File: src/rtl/sdram_port_arbiter_if.sv
// rtl/sdram_port_arbiter_if.sv - client and sdram_controller signals of the port arbiter
interface sdram_port_arbiter_if #(
  parameter int NUM_PORTS = 4
);
  logic [NUM_PORTS-1:0]    ireq;
  logic [NUM_PORTS-1:0]    iwe;
  logic [22*NUM_PORTS-1:0] iaddr;
  logic [16*NUM_PORTS-1:0] iwdata;
  logic [NUM_PORTS-1:0]    oack;
  logic [NUM_PORTS-1:0]    oerror;
  logic [15:0]             ordata;

  logic                    owrite_req;
  logic [21:0]             owrite_address;
  logic [15:0]             owrite_data;
  logic                    iwrite_ack;
  logic                    oread_req;
  logic [21:0]             oread_address;
  logic [15:0]             iread_data;
  logic                    iread_ack;

  modport slave (
    input  ireq, iwe, iaddr, iwdata, iwrite_ack, iread_data, iread_ack,
    output oack, oerror, ordata, owrite_req, owrite_address, owrite_data,
           oread_req, oread_address
  );

  modport master (
    output ireq, iwe, iaddr, iwdata, iwrite_ack, iread_data, iread_ack,
    input  oack, oerror, ordata, owrite_req, owrite_address, owrite_data,
           oread_req, oread_address
  );
endinterface

File: src/rtl/sdram_port_arbiter.sv
// rtl/sdram_port_arbiter.sv - round-robin arbiter of client ports onto one sdram_controller
module sdram_port_arbiter #(
  parameter int NUM_PORTS      = 4,
  parameter int TIMEOUT_CYCLES = 1023
) (
  input  logic                 iclk,
  input  logic                 ireset,
  sdram_port_arbiter_if.slave  bus
);
  localparam int IDX_W = (NUM_PORTS > 1) ? $clog2(NUM_PORTS) : 1;

  localparam logic [1:0] S_IDLE    = 2'd0;
  localparam logic [1:0] S_ISSUE   = 2'd1;
  localparam logic [1:0] S_RELEASE = 2'd2;

  logic [1:0]           state_q, state_d;
  logic [IDX_W-1:0]     last_q, last_d;
  logic [IDX_W-1:0]     win_q, win_d;
  logic                 we_q, we_d;
  logic [21:0]          addr_q, addr_d;
  logic [15:0]          wdata_q, wdata_d;
  logic [15:0]          cnt_q, cnt_d;
  logic                 wreq_q, wreq_d;
  logic                 rreq_q, rreq_d;
  logic [NUM_PORTS-1:0] ack_q, ack_d;
  logic [NUM_PORTS-1:0] err_q, err_d;
  logic [15:0]          rdata_q, rdata_d;

  logic [IDX_W-1:0]     grant;
  logic                 found;
  logic [IDX_W-1:0]     cand;
  logic                 req_on;
  logic                 got_ack;

  // Scan starts one past the last winner so every requester is reached within NUM_PORTS grants.
  always_comb begin
    grant = last_q;
    found = 1'b0;
    cand  = '0;
    for (int k = 1; k <= NUM_PORTS; k++) begin
      cand = IDX_W'((int'(last_q) + k) % NUM_PORTS);
      if (!found && bus.ireq[cand]) begin
        grant = cand;
        found = 1'b1;
      end
    end
  end

  assign req_on  = wreq_q | rreq_q;
  assign got_ack = we_q ? (wreq_q & bus.iwrite_ack) : (rreq_q & bus.iread_ack);

  always_comb begin
    state_d = state_q;
    last_d  = last_q;
    win_d   = win_q;
    we_d    = we_q;
    addr_d  = addr_q;
    wdata_d = wdata_q;
    cnt_d   = cnt_q;
    rdata_d = rdata_q;
    wreq_d  = 1'b0;
    rreq_d  = 1'b0;
    ack_d   = '0;
    err_d   = '0;
    case (state_q)
      S_IDLE: begin
        if (found) begin
          win_d   = grant;
          last_d  = grant;
          we_d    = bus.iwe[grant];
          addr_d  = bus.iaddr[int'(grant)*22 +: 22];
          wdata_d = bus.iwdata[int'(grant)*16 +: 16];
          cnt_d   = '0;
          state_d = S_ISSUE;
        end
      end
      S_ISSUE: begin
        // Acks only count once the request is visible to the controller.
        if (got_ack) begin
          ack_d[win_q] = 1'b1;
          if (!we_q) rdata_d = bus.iread_data;
          state_d = S_RELEASE;
        end else if (req_on && (cnt_q + 16'd1 == 16'(TIMEOUT_CYCLES))) begin
          ack_d[win_q] = 1'b1;
          err_d[win_q] = 1'b1;
          state_d = S_RELEASE;
        end else begin
          wreq_d = we_q;
          rreq_d = ~we_q;
          if (req_on) cnt_d = cnt_q + 16'd1;
        end
      end
      S_RELEASE: state_d = S_IDLE;
      default:   state_d = S_IDLE;
    endcase
  end

  always_ff @(posedge iclk or negedge ireset) begin
    if (!ireset) begin
      state_q <= S_IDLE;
      last_q  <= IDX_W'(NUM_PORTS - 1);
      win_q   <= '0;
      we_q    <= 1'b0;
      addr_q  <= '0;
      wdata_q <= '0;
      cnt_q   <= '0;
      wreq_q  <= 1'b0;
      rreq_q  <= 1'b0;
      ack_q   <= '0;
      err_q   <= '0;
      rdata_q <= '0;
    end else begin
      state_q <= state_d;
      last_q  <= last_d;
      win_q   <= win_d;
      we_q    <= we_d;
      addr_q  <= addr_d;
      wdata_q <= wdata_d;
      cnt_q   <= cnt_d;
      wreq_q  <= wreq_d;
      rreq_q  <= rreq_d;
      ack_q   <= ack_d;
      err_q   <= err_d;
      rdata_q <= rdata_d;
    end
  end

  assign bus.owrite_req     = wreq_q;
  assign bus.oread_req      = rreq_q;
  assign bus.owrite_address = addr_q;
  assign bus.oread_address  = addr_q;
  assign bus.owrite_data    = wdata_q;
  assign bus.oack           = ack_q;
  assign bus.oerror         = err_q;
  assign bus.ordata         = rdata_q;
endmodule

File: src/flat_wrapper.sv
// flat-port wrapper written by rule: the top's interface ports become plain ports
module sdram_port_arbiter_flat 
#(
  parameter int NUM_PORTS      = 4,
  parameter int TIMEOUT_CYCLES = 1023
)
  (iclk, ireset, bus_ireq, bus_iwe, bus_iaddr, bus_iwdata, bus_iwrite_ack, bus_iread_data, bus_iread_ack, bus_oack, bus_oerror, bus_ordata, bus_owrite_req, bus_owrite_address, bus_owrite_data, bus_oread_req, bus_oread_address);
  sdram_port_arbiter_if #(.NUM_PORTS(NUM_PORTS)) bus_i ();
  input  logic iclk;
  input  logic ireset;
  input wire logic [$bits(bus_i.ireq)-1:0] bus_ireq;
  input wire logic [$bits(bus_i.iwe)-1:0] bus_iwe;
  input wire logic [$bits(bus_i.iaddr)-1:0] bus_iaddr;
  input wire logic [$bits(bus_i.iwdata)-1:0] bus_iwdata;
  input wire logic [$bits(bus_i.iwrite_ack)-1:0] bus_iwrite_ack;
  input wire logic [$bits(bus_i.iread_data)-1:0] bus_iread_data;
  input wire logic [$bits(bus_i.iread_ack)-1:0] bus_iread_ack;
  output wire logic [$bits(bus_i.oack)-1:0] bus_oack;
  output wire logic [$bits(bus_i.oerror)-1:0] bus_oerror;
  output wire logic [$bits(bus_i.ordata)-1:0] bus_ordata;
  output wire logic [$bits(bus_i.owrite_req)-1:0] bus_owrite_req;
  output wire logic [$bits(bus_i.owrite_address)-1:0] bus_owrite_address;
  output wire logic [$bits(bus_i.owrite_data)-1:0] bus_owrite_data;
  output wire logic [$bits(bus_i.oread_req)-1:0] bus_oread_req;
  output wire logic [$bits(bus_i.oread_address)-1:0] bus_oread_address;
  assign bus_i.ireq = bus_ireq;
  assign bus_i.iwe = bus_iwe;
  assign bus_i.iaddr = bus_iaddr;
  assign bus_i.iwdata = bus_iwdata;
  assign bus_i.iwrite_ack = bus_iwrite_ack;
  assign bus_i.iread_data = bus_iread_data;
  assign bus_i.iread_ack = bus_iread_ack;
  assign bus_oack = bus_i.oack;
  assign bus_oerror = bus_i.oerror;
  assign bus_ordata = bus_i.ordata;
  assign bus_owrite_req = bus_i.owrite_req;
  assign bus_owrite_address = bus_i.owrite_address;
  assign bus_owrite_data = bus_i.owrite_data;
  assign bus_oread_req = bus_i.oread_req;
  assign bus_oread_address = bus_i.oread_address;
  sdram_port_arbiter #(.NUM_PORTS(NUM_PORTS), .TIMEOUT_CYCLES(TIMEOUT_CYCLES)) u_core (.iclk(iclk), .ireset(ireset), .bus(bus_i));
endmodule
File: config.mk
export PLATFORM = sky130hd
export DESIGN_NAME = sdram_port_arbiter_flat
export DESIGN_NICKNAME = d
export VERILOG_FILES = /design/src/rtl/sdram_port_arbiter_if.sv /design/src/rtl/sdram_port_arbiter.sv /design/src/flat_wrapper.sv
export SDC_FILE = /design/constraint.sdc
export NUM_CORES = 1
export LEC_CHECK = 0
export ABC_AREA = 1
export CORE_AREA = 2 2 108 151
export CTS_CLUSTER_DIAMETER = 40
export DETAILED_ROUTE_END_ITERATION = 8
export DIE_AREA = 0 0 110 153
export PLACE_DENSITY = 0.81
export SLEW_MARGIN = 10
export SYNTH_ARGS = -nofsm -noshare
export SYNTH_HDL_FRONTEND = slang
export SYNTH_SLANG_ARGS = --single-unit
File: constraint.sdc
create_clock -name iclk -period 1.9 [get_ports iclk]
set_input_delay 0.57 -clock iclk [delete_from_list [all_inputs] [get_ports iclk]]
set_output_delay 0.57 -clock iclk [all_outputs]
set_load 0.02 [all_outputs]
Word-level counts from Yosys, hierarchy flattened. Cells that the tools add are included.

$mul: 1. Bitwise gates (word level): 4. Eq/ne operators: 7. Order comparisons: 7. Muxes and demuxes: 41. Shift operators: 2. Add/sub/neg operators: 5. Reduce and logical (&&, ||, !) cells: 14.

Operators with widths (number): $shiftx 88x32->22 (1); $mux 16 (4); $shiftx 64x7->16 (1); $pmux 16 s2 (1); $mux 4 (5); $lt 2x3->1 const B (6); $mux 1 (17); $add 16x1->16 const B (1); $eq 16x10->1 const B (1); $mux 2 (7); $bmux 1 s2 (5); $mul 2x4->6 const B (1); $logic_and 1x1->1 (5); $reduce_and 5->1 (1); $add 2x1->2 const B (2); $add 2x2->2 const B (2); $ne 2x1->1 const B (2); $ne 2x2->1 const B (2); $pmux 2 s2 (1); $reduce_and 2->1 (2); $logic_not 1->1 (3); $ne 3x1->1 const B (1); $reduce_and 3->1 (1); $and 1x1->1 (2); 7 further kinds (7).

Word-level logic and storage cells: 93. Register bits after elaboration: 87. Bits of input ports: 180.

Logic depth before layout (Yosys ltp).
Depth after elaboration: 15. Gate-level depth with buffers: 16. Mapped depth without buffers: 15.

Worst setup path before layout. No wires, ideal clock.

Path kind: register to register. Start point: register u_core.last_q[0]. End point: register u_core.wdata_q[14], in the netlist u_core.bus.owrite_data[14]. Required time: 1.771 ns. Arrival: 1.786 ns. Setup slack: -0.016 ns. Stages on the path, launching flop included: 15. Cells stage by stage: dfstp_2 -> buf_6 -> nand2_1 -> nand2_1 -> nand2_1 -> o21ai_1 -> inv_1 -> nand2_1 -> nand2_1 -> nand2_1 -> nand2_2 -> buf_2 -> or2_2 -> nand3_1 -> nand3_1.

Word-level cells in the longest chain between the ends: 14.

Ends and longest elaborated chain: start, declared (RTL line sdram_port_arbiter.sv:17) `logic [IDX_W-1:0] last_q, last_d;`; start signal, assigned (RTL line sdram_port_arbiter.sv:101) `last_q <= IDX_W'(NUM_PORTS - 1);`; start signal, assigned (RTL line sdram_port_arbiter.sv:114) `last_q <= last_d;`; $add 2x1->2 (RTL line sdram_port_arbiter.sv:41) `cand = IDX_W'((int'(last_q) + k) % NUM_PORTS);`; $bmux 1 s2 (RTL line sdram_port_arbiter.sv:42) `if (!found && bus.ireq[cand]) begin`; $mux 1 (not written as such) (RTL line sdram_port_arbiter.sv:42); $mux 1 (RTL line sdram_port_arbiter.sv:42); $logic_not 1->1 (RTL line sdram_port_arbiter.sv:42); $logic_and 1x1->1 (RTL line sdram_port_arbiter.sv:42); $mux 1 (RTL line sdram_port_arbiter.sv:42); $logic_not 1->1 (RTL line sdram_port_arbiter.sv:42); $logic_and 1x1->1 (RTL line sdram_port_arbiter.sv:42); $mux 1 (RTL line sdram_port_arbiter.sv:42); $logic_not 1->1 (RTL line sdram_port_arbiter.sv:42); $logic_and 1x1->1 (RTL line sdram_port_arbiter.sv:42); $mux 2 / $mux 1 (equally long branches) (RTL line sdram_port_arbiter.sv:42); $shiftx 64x7->16 / $reduce_and 2->1 (equally long branches); end signal, assigned (RTL line sdram_port_arbiter.sv:118) `wdata_q <= wdata_d;`; end, declared (RTL line sdram_port_arbiter.sv:21) `logic [15:0] wdata_q, wdata_d;`.

Several ways; a longest one is shown, not always the timed one. The select of a mux whose other input is x is not followed. A chain may end at the register's enable or synchronous reset.

Worst setup path in the final report.
Start point: register u_core.last_q[0]. End point: register u_core.addr_q[14], in the netlist u_core.bus.oread_address[14].

Word-level cells in the longest chain between the ends: 15.

Ends and longest elaborated chain: $add 2x1->2 (RTL line sdram_port_arbiter.sv:41); $bmux 1 s2 (RTL line sdram_port_arbiter.sv:42); $mux 1 (not written as such) (RTL line sdram_port_arbiter.sv:42); $mux 1 (RTL line sdram_port_arbiter.sv:42); $logic_not 1->1 (RTL line sdram_port_arbiter.sv:42); $logic_and 1x1->1 (RTL line sdram_port_arbiter.sv:42); $mux 1 (RTL line sdram_port_arbiter.sv:42); $logic_not 1->1 (RTL line sdram_port_arbiter.sv:42); $logic_and 1x1->1 (RTL line sdram_port_arbiter.sv:42); $mux 1 (RTL line sdram_port_arbiter.sv:42); $logic_not 1->1 (RTL line sdram_port_arbiter.sv:42); $logic_and 1x1->1 (RTL line sdram_port_arbiter.sv:42); $mux 2 (RTL line sdram_port_arbiter.sv:42); $mul 2x4->6 (RTL line sdram_port_arbiter.sv:71) `addr_d = bus.iaddr[int'(grant)*22 +: 22];`; $shiftx 88x32->22 (RTL line sdram_port_arbiter.sv:71); end signal, assigned (RTL line sdram_port_arbiter.sv:117) `addr_q <= addr_d;`; end, declared (RTL line sdram_port_arbiter.sv:20) `logic [21:0] addr_q, addr_d;`.

Several ways; a longest one is shown, not always the timed one. The select of a mux whose other input is x is not followed.

==> impl_metrics.tcl <==
set metrics [dict create \
    outcome "finished with violations" \
    failed_checks "negative setup slack" \
    clk_path_buf_depth 2 \
    final_antenna_net_count 0 \
    finalSetupTns_ps -17580 \
    dieArea_mm2 0.01683 \
    synth_simple_gate_area_share_pct 40.21 \
    synth.top_cell.area_share_pct 36.89 \
    die_w_um 110 \
    synth_edf_count 0 \
    synth_area_mm2 0.005766 \
    first_global_vias 6679 \
    wl_mm 22.68 \
    io-pin-count 266 \
    place_ws_ps -844.4 \
    layout_common_cells "nand2_1 (232), clkdlybuf4s50_1 (185), inv_1 (107)" \
    critPathMaxFanout 7 \
    yosysWarnings 0 \
    cts-root-buf "clkbuf_16" \
    async_reset_ff_share_pct 100.0 \
    ys_ff_latch 87 \
    crit_arrival_ps 2490 \
    wl_per_cell_um 16.63 \
    max_slew_margin_pct 63.93 \
    ir_worst_vdd_v 0.001130 \
    grt_use_total_pct 25.39 \
    cp-start-kind "register" \
    area_growth_pct 85.92 \
    initial_utilization_pct 37.26 \
    drc_errors 0 \
    synth_xor_area_share_pct 0.6076 \
    cap_violations 0 \
    total_power_uw 22240 \
    grt_overflow 0 \
    synth.area.top_cells "dfrtp_1 (37%), nand2_1 (18%), nand3_1 (9.8%), inv_1 (7.5%), nor2_1 (4.9%)" \
    dp_hpwl_mm 14.12 \
    io_buffers 265 \
    syn_area_per_cell_um2 6.728 \
    yosysTopAreaCell "dfrtp_1" \
    nNetsFinal 1344 \
    ys_seq_area_share_pct 37.80 \
    rsz0062_at_grt "true" \
    post-route-min-period_ps 2257 \
    gp_congestion 0.9073 \
    synth_nets 1039 \
    firstDrtPassIters 5 \
    synth_top_family_by_area "simple AND/OR/NAND/NOR gates" \
    num_rows 54 \
    cts_sinks 87 \
    cts_tree "built" \
    grt_max_degree 88 \
    hold_violations 0 \
    ys.flop_type "dfrtp_1" \
    power.density_mw_per_mm2 2074 \
    hold_path_class "input pin to asynchronous set/reset pin" \
    worst-setup-path-type "register to register" \
    slew_violations 0 \
    coreArea_mm2 0.01547 \
    die_height_um 153 \
    final_util_pct 69.28 \
    cts_made_buffers 9 \
    fillers 1148 \
    layout-drive-gt1-share_pct 28.02 \
    holdBufCountCts 0 \
    cts.reportedPaths.clkPinSlew_ps 70 \
    tightestPinTransition_ps 540.5 \
    final_common_cell "nand2_1" \
    clock.fmax_mhz 443.0 \
    fin_skew_ps 9.060 \
    synth_fa_ha_area_share_pct 0.4340 \
    muxShareOfSynthArea_pct 3.125 \
    grt_pass1_wl_mm 33.33 \
    antenna_found_initial 1 \
    fin_ws_ps -357.3 \
    hold_slack_ps 252.3 \
    setup_viol 68 \
    synth_cell_types 33 \
    vias 6765 \
    vias_per_cell 4.960 \
    synthCells 857 \
    power_leakage_uw 0.005361 \
    critPathRequiredTime_ps 2130 \
    htree_levels 3 \
    drt_iter0_markers 341 \
    synth_compound_area_share_pct 3.798 \
    critPathCaptureType "register" \
    period_share_pct 118.8 \
    insertion_delay_ps 340 \
]
critical path, cell delays in order (launching register included):
cell	delay, ps
dfstp_2	570
buf_12	150
inv_2	40
nand2_1	60
nand2_1	80
nand2_1	90
o21ai_2	90
nor2_4	130
nand2_2	90
nand2_4	100
nand2_8	90
buf_12	160
clkbuf_16	160
nor2_2	120
nor2_2	50
o21ai_2	50
nand3_2	80
metal layers:
| metal | vias up | GRT usage, % | share of wire, % |
|---|---|---|---|
| met5 | - | 0 | 0 |
| met4 | 0 | 10.49 | 4.1 |
| met3 | 77 | 4.648 | 7.4 |
| met2 | 346 | 45.60 | 53 |
| met1 | 3111 | 28.71 | 36 |
| li1 | 3231 | - | - |
registers in the layout (all words and copies together), names as in the netlist:
| register | flops |
|---|---|
| u_core.cnt_q | 16 |
| u_core.bus.oread_req | 1 |
| u_core.bus.ordata | 16 |
| u_core.bus.oerror | 4 |
| u_core.bus.owrite_data | 16 |
| u_core.win_q | 2 |
| u_core.bus.owrite_req | 1 |
| u_core.last_q | 2 |
| u_core.we_q | 1 |
| u_core.bus.oack | 4 |
| u_core.bus.oread_address | 22 |
| u_core.state_q | 2 |
stage by stage:
stage,area [um^2],cells
2_1_floorplan,5784,857
3_3_place_gp,8830,1313
3_5_place_dp,8830,1313
4_1_cts,10070,1359
5_1_grt,10720,1364
6_report,10720,1364
cell usage after synthesis (all sizes together) (2+ instances only):
library cell,number
nand2,285
inv,115
nand3,113
dfrtp,85
nor2,81
buf,46
or2,40
o21ai,31
mux2,16
clkbuf,14
a21oi,7
nand4,5
nor3,4
xor2,3
dfstp,2
ha,2
nand3b,2
logic make-up after synthesis:
kind of cell / after synthesis
multiplexers: 16
buffers and inverters: 176
XOR/XNOR: 4
AO/OA/AOI/OAI: 42
flip-flops: 87
adder cells (fa/ha/maj): 2
AND/OR/NAND/NOR: 530
where the power goes:
group / total (uW) / internal [uW] / switching (uW)
clock network: 2120 / 1310 / 818
logic: 17000 / 8040 / 8920
registers: 3150 / 2620 / 534
total: 22200 / 12000 / 10300
final cells by class:
type | count | area [um^2] | area share [%]
repair buffers | 353 | 3827 | 35.71
multi-input cells | 595 | 3671 | 34.25
flip-flops and latches | 87 | 2182 | 20.36
inverters | 116 | 439.2 | 4.097
well taps | 196 | 245.2 | 2.288
clock buffers | 9 | 225.2 | 2.101
clock inverters | 7 | 126.4 | 1.179
diodes | 1 | 2.502 | 0.02335
final timing paths:
check | from | endpoint | slack [ps] | depth (start not counted)
setup / recovery | u_core.last_q[0]$_DFFE_PN1P_ | u_core.bus.oread_address[14]$_DFFE_PN0P_ | -360 | 16
hold / removal | ireset | u_core.bus.ordata[12]$_DFFE_PN0P_ | 250 | 2
setup reg to reg | u_core.last_q[0]$_DFFE_PN1P_ | u_core.bus.oread_address[14]$_DFFE_PN0P_ | -360 | 16
hold reg to reg | u_core.bus.owrite_data[3]$_DFFE_PN0P_ | u_core.bus.owrite_data[3]$_DFFE_PN0P_ | 480 | 2
max in group asynchronous | ireset | u_core.cnt_q[2]$_DFFE_PN0P_ | 1220 | 2
min in group iclk | u_core.bus.owrite_data[3]$_DFFE_PN0P_ | u_core.bus.owrite_data[3]$_DFFE_PN0P_ | 480 | 2
timing repair:
item,4_1_cts,5_1_grt
endpoints found under the setup margin,122,88
endpoints found under the hold margin,0,0
pin swaps,45,68
resized for setup,192,160
cloned,11,4
buffers inserted,22,3
No activity file was read; power rests on OpenSTA's default activity.
